==> config.mk <==
export PLATFORM = sky130hd
export DESIGN_NAME = wrr_grant_scheduler
export DESIGN_NICKNAME = d
export VERILOG_FILES = /design/src/rtl/wrr_pkg.sv /design/src/rtl/wrr_grant_scheduler_rr_pick.sv /design/src/rtl/wrr_grant_scheduler.sv
export SDC_FILE = /design/constraint.sdc
export NUM_CORES = 1
export LEC_CHECK = 0
export ABC_AREA = 0
export BUFFER_PORTS_ARGS = -buffer_cell sky130_fd_sc_hd__buf_2
export CAP_MARGIN = 20
export CORE_MARGIN = 2
export CORE_UTILIZATION = 30
export CTS_BUF_LIST = sky130_fd_sc_hd__clkbuf_4
export CTS_CLUSTER_SIZE = 8
export DETAILED_ROUTE_END_ITERATION = 10
export PLACE_DENSITY_LB_ADDON = 0.25
export SLEW_MARGIN = 20
export SYNTH_ARGS = -nofsm -noshare
export SYNTH_HDL_FRONTEND = slang
export SYNTH_SLANG_ARGS = --single-unit
==> constraint.sdc <==
create_clock -name clock -period 4.7 [get_ports clock]
set_clock_uncertainty 0.05 [all_clocks]
set_input_delay 0.47 -clock clock [delete_from_list [all_inputs] [get_ports clock]]
set_output_delay 0.47 -clock clock [all_outputs]
set_load 0.02 [all_outputs]
==> src/rtl/wrr_pkg.sv <==
// Shared types and default sizing for the weighted round-robin scheduler family.
package wrr_pkg;

    localparam int DEF_N_REQ    = 4;
    localparam int DEF_WEIGHT_W = 4;
    localparam int DEF_TIMEOUT  = 64;

    typedef enum logic [1:0] {
        IDLE   = 2'd0,
        REFILL = 2'd1,
        BUSY   = 2'd2
    } state_e;

    typedef logic [$clog2(DEF_N_REQ)-1:0] id_t;

endpackage

==> src/rtl/wrr_grant_scheduler_rr_pick.sv <==
// Rotating priority encoder: first set bit of cand_i at or after ptr_i, wrapping.
module rr_pick #(
    parameter int N  = 4,
    parameter int IW = $clog2(N)
) (
    input  logic [N-1:0]  cand_i,
    input  logic [IW-1:0] ptr_i,
    output logic          found_o,
    output logic [IW-1:0] winner_o
);

    // Scan from the farthest offset down so the closest match to ptr_i is the last write.
    // N is a power of two, so the index addition wraps naturally.
    always_comb begin
        found_o  = 1'b0;
        winner_o = '0;
        for (int k = N - 1; k >= 0; k--) begin
            if (cand_i[ptr_i + IW'(k)]) begin
                found_o  = 1'b1;
                winner_o = ptr_i + IW'(k);
            end
        end
    end

endmodule

==> src/rtl/wrr_grant_scheduler.sv <==
// Weighted round-robin owner of a shared slave: one-hot registered grant held
// until the owner's done or a watchdog-forced release.
module wrr_grant_scheduler
    import wrr_pkg::*;
#(
    parameter int N_REQ    = DEF_N_REQ,
    parameter int WEIGHT_W = DEF_WEIGHT_W,
    parameter int TIMEOUT  = DEF_TIMEOUT
) (
    input  logic                        clock,
    input  logic                        aresetn,
    input  logic [N_REQ-1:0]            request,
    input  logic [N_REQ-1:0]            done,
    input  logic [N_REQ*WEIGHT_W-1:0]   weight_cfg,
    input  logic                        cfg_load,
    output logic [N_REQ-1:0]            grant,
    output logic                        grant_valid,
    output logic [$clog2(N_REQ)-1:0]    grant_id,
    output logic                        timeout_err,
    output logic [$clog2(N_REQ)-1:0]    timeout_id
);

    localparam int ID_W = $clog2(N_REQ);
    localparam int WD_W = $clog2(TIMEOUT) + 1;

    state_e              state_q, state_d;
    logic [N_REQ-1:0]    grant_q, grant_d;
    logic [ID_W-1:0]     gid_q, gid_d;
    logic                terr_q, terr_d;
    logic [ID_W-1:0]     tid_q, tid_d;
    logic [ID_W-1:0]     ptr_q, ptr_d;
    logic [WD_W-1:0]     wd_q, wd_d;
    logic [WEIGHT_W-1:0] weight_q [N_REQ];
    logic [WEIGHT_W-1:0] weight_d [N_REQ];
    logic [WEIGHT_W-1:0] credit_q [N_REQ];
    logic [WEIGHT_W-1:0] credit_d [N_REQ];

    logic [N_REQ-1:0]    eligible;
    logic [N_REQ-1:0]    cand;
    logic                found;
    logic [ID_W-1:0]     winner;
    logic [WEIGHT_W-1:0] cred_dec;

    // A zero weight masks a requester for good; credit only gates the current round.
    always_comb begin
        eligible = '0;
        cand     = '0;
        for (int i = 0; i < N_REQ; i++) begin
            eligible[i] = request[i] && (weight_q[i] != '0);
            cand[i]     = eligible[i] && (credit_q[i] != '0);
        end
    end

    rr_pick #(
        .N (N_REQ)
    ) u_pick (
        .cand_i   (cand),
        .ptr_i    (ptr_q),
        .found_o  (found),
        .winner_o (winner)
    );

    // NOTE: every next-state signal gets a default before the case so no path leaves it unassigned (no latches).
    always_comb begin
        state_d  = state_q;
        grant_d  = grant_q;
        gid_d    = gid_q;
        terr_d   = 1'b0;
        tid_d    = tid_q;
        ptr_d    = ptr_q;
        wd_d     = wd_q;
        credit_d = credit_q;
        weight_d = weight_q;
        cred_dec = (credit_q[gid_q] != '0) ? credit_q[gid_q] - WEIGHT_W'(1) : '0;

        if (cfg_load) begin
            for (int i = 0; i < N_REQ; i++) begin
                weight_d[i] = weight_cfg[i*WEIGHT_W +: WEIGHT_W];
            end
        end

        case (state_q)
            IDLE: begin
                if (found) begin
                    state_d         = BUSY;
                    grant_d         = '0;
                    grant_d[winner] = 1'b1;
                    gid_d           = winner;
                    wd_d            = '0;
                end else if (|eligible) begin
                    state_d = REFILL;
                end
            end
            REFILL: begin
                credit_d = weight_q;
                state_d  = IDLE;
            end
            BUSY: begin
                // done takes precedence over a watchdog expiry in the same cycle.
                if (done[gid_q]) begin
                    credit_d[gid_q] = cred_dec;
                    ptr_d           = (cred_dec != '0) ? gid_q : gid_q + ID_W'(1);
                    grant_d         = '0;
                    gid_d           = '0;
                    state_d         = IDLE;
                end else if (wd_q == WD_W'(TIMEOUT - 1)) begin
                    terr_d          = 1'b1;
                    tid_d           = gid_q;
                    credit_d[gid_q] = '0;
                    ptr_d           = gid_q + ID_W'(1);
                    grant_d         = '0;
                    gid_d           = '0;
                    state_d         = IDLE;
                end else begin
                    wd_d = wd_q + WD_W'(1);
                end
            end
            default: begin
                state_d = IDLE;
                grant_d = '0;
                gid_d   = '0;
            end
        endcase
    end

    // NOTE: state registers use non-blocking assignments so all flops update together at the edge.
    always_ff @(posedge clock) begin
        if (!aresetn) begin
            state_q <= IDLE;
            grant_q <= '0;
            gid_q   <= '0;
            terr_q  <= 1'b0;
            tid_q   <= '0;
            ptr_q   <= '0;
            wd_q    <= '0;
            // NOTE: the weight/credit arrays are small flop banks, not RAM, so they are reset like any other state.
            for (int i = 0; i < N_REQ; i++) begin
                weight_q[i] <= WEIGHT_W'(1);
                credit_q[i] <= WEIGHT_W'(1);
            end
        end else begin
            state_q  <= state_d;
            grant_q  <= grant_d;
            gid_q    <= gid_d;
            terr_q   <= terr_d;
            tid_q    <= tid_d;
            ptr_q    <= ptr_d;
            wd_q     <= wd_d;
            weight_q <= weight_d;
            credit_q <= credit_d;
        end
    end

    assign grant       = grant_q;
    assign grant_valid = |grant_q;
    assign grant_id    = gid_q;
    assign timeout_err = terr_q;
    assign timeout_id  = tid_q;

endmodule

## After elaboration in Yosys (flattened, before gate mapping)

Cells that the tools add are included.

- $add $sub $neg: 6
- Magnitude comparators: 9
- Equal/unequal tests: 8
- Mux-type cells: 49
- Bitwise logic cells: 7
- Reductions and logical operators: 33

Operator list:

| operator | number |
|---|---|
| nonzero test 4 bit | 10 |
| 2-to-1 mux 16 bit | 2 |
| one-hot mux 16 bit (2 select lines) | 1 |
| 2-to-1 mux 4 bit | 7 |
| 2-to-1 mux 2 bit | 12 |
| 2-to-1 mux 7 bit | 3 |
| < comparator 2 x 3 -> 1 bit (second input constant) | 6 |
| bitwise AND 16 bit | 1 |
| bitwise mux 16 bit | 1 |
| inverter 16 bit | 1 |
| one-hot mux 7 bit (2 select lines) | 1 |
| one-hot mux 4 bit (3 select lines) | 1 |
| 2-to-1 mux 1 bit | 11 |
| binary-select mux 1 bit (select 2 bit) | 5 |
| logical AND 1 bit | 10 |
| binary-select mux 4 bit (select 2 bit) | 1 |
| demux 4 bit (select 2 bit) | 1 |
| OR reduction 4 bit | 2 |
| adder 7 x 1 -> 7 bit (second input constant) | 1 |
| == test 7 x 6 -> 1 bit (second input constant) | 1 |
| inequality test 2 bit (second input constant) | 3 |
| inequality test 3 bit (second input constant) | 2 |
| one-hot mux 2 bit (3 select lines) | 1 |
| AND reduction 2 bit | 3 |
| 17 further kinds | 25 |

- Register bits: 52
- Input port bits: 27
- Output and inout bits: 10
- Word-level logic and storage cells: 127

## Depth between registers and ports, before layout

- Depth in word-level cells: 15
- Depth in mapped cells: 9
- Depth with buffers taken out: 8

## By module

Synthesis repeated with hierarchy kept, for this count alone.

- Cell total of the unflattened synthesis: 331
- Area total of the unflattened synthesis: 2852.7 um2

By module, submodules not included:

| module | times used | cells an instance | area an instance (um2) | seq. area each (um2) |
|---|---|---|---|---|
| wrr_grant_scheduler | 1 | 318 | 2775.2 | 1041.0 |
| rr_pick | 1 | 13 | 77.6 | 0.0 |

## Least setup slack after synthesis

OpenSTA, ideal clock, no wires.

- Path type: reg2reg
- Start point: reg gid_q[0], in the netlist grant_id[0]
- End point: reg credit_q[13] (netlist name)
- Data arrival time: 2262 ps
- Setup slack: 2272 ps
- Cell stages (with the launch flop): 10
- Path buffers: 1
- Clock period less this slack: 2428 ps
- Cell sequence: dfxtp_1 -> buf_6 -> mux4_2 -> inv_1 -> ha_1 -> inv_1 -> o311ai_2 -> nor3_1 -> a22o_1 -> a31o_1

- Longest elaborated chain between the ends: 10
- Elaborated cells between the ends (all ways): 22

Ends and longest elaborated chain:

| element | line | text |
|---|---|---|
| start: declaration | wrr_grant_scheduler.sv:28 | `logic [ID_W-1:0] gid_q, gid_d;` |
| start signal: assignment | wrr_grant_scheduler.sv:144 | `gid_q <= gid_d;` |
| branches (longest 10 deep; another with subtractor 4 x 1 -> 4 bit) | n/a |  |
| end signal: assignment | wrr_grant_scheduler.sv:150 | `credit_q <= credit_d;` |
| end: declaration | wrr_grant_scheduler.sv:35 | `logic [WEIGHT_W-1:0] credit_q [N_REQ];` |

Several ways; the timed one is not identified. The select of a mux whose other input is x is not followed.
A chain may end at the register's enable or synchronous reset.

## Final worst setup path

Ends and elaborated chain as after synthesis.

==> results.md <==
* HPWL after DPL at between 5 and 6 mm
* TritonRoute pass-1 iters at 4
* Period utilization at between 50% and 60%
* Psw at ~0.33 mW
* Synth Instances at about 280
* Hold buffer count at CTS at 0
* Mapped Area at between 0.002 and 0.003 sq mm
* Post-CTS setup buffers at 0
* Layout cell share with drive strength beyond 1 at 20.13%
* Kind of end point of the critical path: flip-flop
* Initial drt markers at around 120
* Max Freq at 366.6 MHz
* CP Class: flip-flop to flip-flop
* Adder-Cell Fraction of Synth Area at ~2.8%
* Seq pwr share at between 50% and 60%
* Initial antenna violation count at 0
* Die ar. at about 0.0097 sq mm
* Vias at roughly 2.3k
* Normalized max-slew margin at 44.87%
* CP max FO at 12
* Max-Cap Viols at 0
* Slew Limit Fails at 0
* Cell taking the most area after synthesis: dfxtp_1
* CP bufs+invs at 2
* Maximum clock path buffer count at 2
* Top cell by count, worst path: inv_1
* Clock Power Share at a little under a quarter
* Layout Nets at 340
* Setup tns final at 0 ns
* I/O pins at 37
* Clk pin slew, worst setup/hold paths at about 0.16 ns
* CTS Sinks at 52
* GR Overflow Total at 0
* Synthesized flop and latch total at 52
* Hold_ws at ~0.25 ns
* Asr flop ratio synth at 0%
* Routed Antenna Nets at 0
* Top Family by Delay on Critical Path: flip-flops
* LEAKAGE at between 1 and 1.5 nW
* Share of the synthesized area in the top cell type at between 30 and 40%
* GPL Wtd Cong at about 0.85
* N_diodes at 0
* Post-synthesis mux area share at ~13%
* Post-route minimum period at 2.728 ns
* Status: finished, final reports clean
* Core area at 0.008721 sq mm
* CTS Buf Count at 5
* Clock Latency Late Sink at ~0.37 ns
* Total Wirelength at 7.006 mm
* CTS root buf: clkbuf_4
* Worst-path cell with the longest stage delay: dfxtp_1
* Switching share of total power at between 30% and 40%
* Max IR drop VDD at ~0.13 mV
* First-pass GRT wire length at ~12 mm
* XOR/XNOR Fraction of Synth Area at less than 1%
* PwrDens at about 320 mW/mm^2
* Simple-gate share of the synthesized area at between 15 and 20%
* Critical path startpoint category: flip-flop
* DR vias/cell at approximately 5.5
* DR DRC count at 0
* Critical path required time at around 5 ns
* Vert. Die Dim at 98.70 microns
* Syn Area/Cell at approximately 9.7 sq um
* Crit path cell chain: mux4_2, inv_1, ha_1, inv_1, o311ai_2, nor3_1, a22o_1, a31o_1
* Die X at between 90 and 100 microns
* Internal power at roughly 0.63 mW
* Post-layout util at roughly 35%
* Largest family of logic cells by synthesized area: compound AO/OA/AOI/OAI gates
* Area Overhead vs Synth at 11.91%
* Row cnt at 34
* Slowest stage delay, CP at between 0.7 and 0.8 ns
* Vias in the first global route at between 2k and 2.5k
* Worst EP arrival at just under 3 ns
* Total track usage at 14.98%
* Routed length per instance at about 17 microns
* Class of the worst hold path: input port to flip-flop
* Post-CTS Resized at 0
* IO buf count at 36
* Worst slew pin tran at 0.8194 ns
* YS warnings at 0
* Largest cells by area after synthesis: dfxtp_1 (39%), mux2i_1 (8.2%), a22o_1 (3.6%)
* EDFF count, synth at 0
* Final setup violation count at 0
* Initial core utilization at a little under a third
* Mapped Nets at 309
* Main synth FF type: dfxtp_1
* Sequential area share after synthesis at between 30 and 40%
* Fin. Hold Viols at 0
* H-tree Lvls at 2
* CTS tree: yes
* Compound-Gate Fraction of Synth Area at between 20% and 30%
* Unique masters post-synth at 59
* Comb power frac at 24.9%
* Unrepaired setup endpoints after global routing: false
* Largest net degree at the start of global routing at 32
[placed cells by master, fill, tap and decap left out, drive strengths merged, types with 2 or more instances in the layout]
| cell type | instances |
|---|---|
| a211oi | 5 |
| a21o | 7 |
| a21oi | 12 |
| a221o | 4 |
| a22o | 11 |
| a311o | 2 |
| a31o | 2 |
| and2 | 3 |
| and3 | 4 |
| buf | 37 |
| clkbuf | 6 |
| dfxtp | 52 |
| ha | 6 |
| inv | 13 |
| mux2i | 22 |
| mux4 | 5 |
| nand2 | 12 |
| nand2b | 4 |
| nand3 | 11 |
| nand3b | 4 |
| nor2 | 23 |
| nor2b | 2 |
| nor3 | 10 |
| nor4 | 5 |
| o2111a | 2 |
| o211ai | 6 |
| o21ai | 2 |
| o2bb2ai | 3 |
| o31ai | 6 |
| o41ai | 4 |
| or2 | 2 |
| or4 | 2 |
[power by group through the flow]
stage | logic [mW] | clock network (mW) | registers (mW)
final | 0.237 | 0.215 | 0.500
after global routing | 0.262 | 0.246 | 0.505
after CTS | 0.237 | 0.226 | 0.500
after detailed placement | 0.235 | 0 | 0.510
after global placement | 0.235 | 0 | 0.510
after floorplan | 0.179 | 0 | 0.500
[path summary, 6_finish.rpt]
| path | slack, ns | startpoint | cells past startpoint | endpoint |
|---|---|---|---|---|
| setup reg to reg | 1.97 | grant_id[0] | 8 | credit_q[13] |
| hold / removal | 0.25 | weight_cfg[12] | 3 | weight_q[0] |
| hold reg to reg | 0.44 | grant[1] | 1 | grant[1] |
| setup / recovery | 1.97 | grant_id[0] | 8 | credit_q[13] |
[metrics by stage]
stage | area [sq um] | worst slack [ns] | instances | total power, mW
floorplan | 2690 | 2.272 | 276 | 0.6789
global placement | 2949 | 2.070 | 408 | 0.7446
detailed placement | 2949 | 2.009 | 408 | 0.7449
CTS | 3010 | 1.983 | 416 | 0.9628
global route | 3010 | 1.794 | 416 | 1.013
finish | 3010 | 1.972 | 416 | 0.9519
[worst min-delay path: stages]
cell and delay [ns]:
buf_2 0.08, mux2i_1 0.05, nand2_1 0.06
[synth_stat cells, types with 2 or more instances]
master,instances
inv_1,13
a211oi_1,4
a21oi_1,11
a221o_1,4
o41ai_2,3
mux2i_1,22
mux4_1,2
nor2b_1,2
nand2_1,12
a22o_1,11
nand3b_1,4
or2_2,2
a21o_1,7
nand2b_1,4
o211ai_1,6
nor4_1,5
nor2_1,23
and2_1,3
o31ai_1,5
clkbuf_1,5
or4_1,2
mux4_2,3
nor3_1,10
and3_1,4
buf_1,3
o21ai_0,2
nand3_1,11
o2111a_1,2
buf_2,3
ha_1,6
dfxtp_1,52
o2bb2ai_1,3
[final cells by class]
type,count,area (sq um)
fillers,918,5710
multi-input cells,198,1536
flip-flops and latches,52,1041
repair buffers,37,187.7
well taps,108,135.1
inverters,13,48.80
clock buffers,6,45.04
clock inverters,2,16.27
[cell families after synthesis]
group / count (synthesis)
buffers and inverters: 26
flip-flops: 52
AO/OA/AOI/OAI: 79
AND/OR/NAND/NOR: 85
multiplexers: 27
adder cells (fa/ha/maj): 6
XOR/XNOR: 1
[routing by layer]
metal  global-route usage (%)  vias to the layer above  share of wire [%]
met5                        0                        -                  0
met4                    3.267                        0               0.97
met3                    3.050                        6                7.0
met2                    24.33                       74                 45
met1                    20.70                     1101                 47
li1                         -                     1117                  -
[flip-flops by register name, summed over array words and instances (netlist names)]
name,count
credit_q,16
weight_q,16
wd_q,7
grant,4
grant_id,2
ptr_q,2
state_q,2
timeout_id,2
timeout_err,1
(Power assumes the default switching activity.)
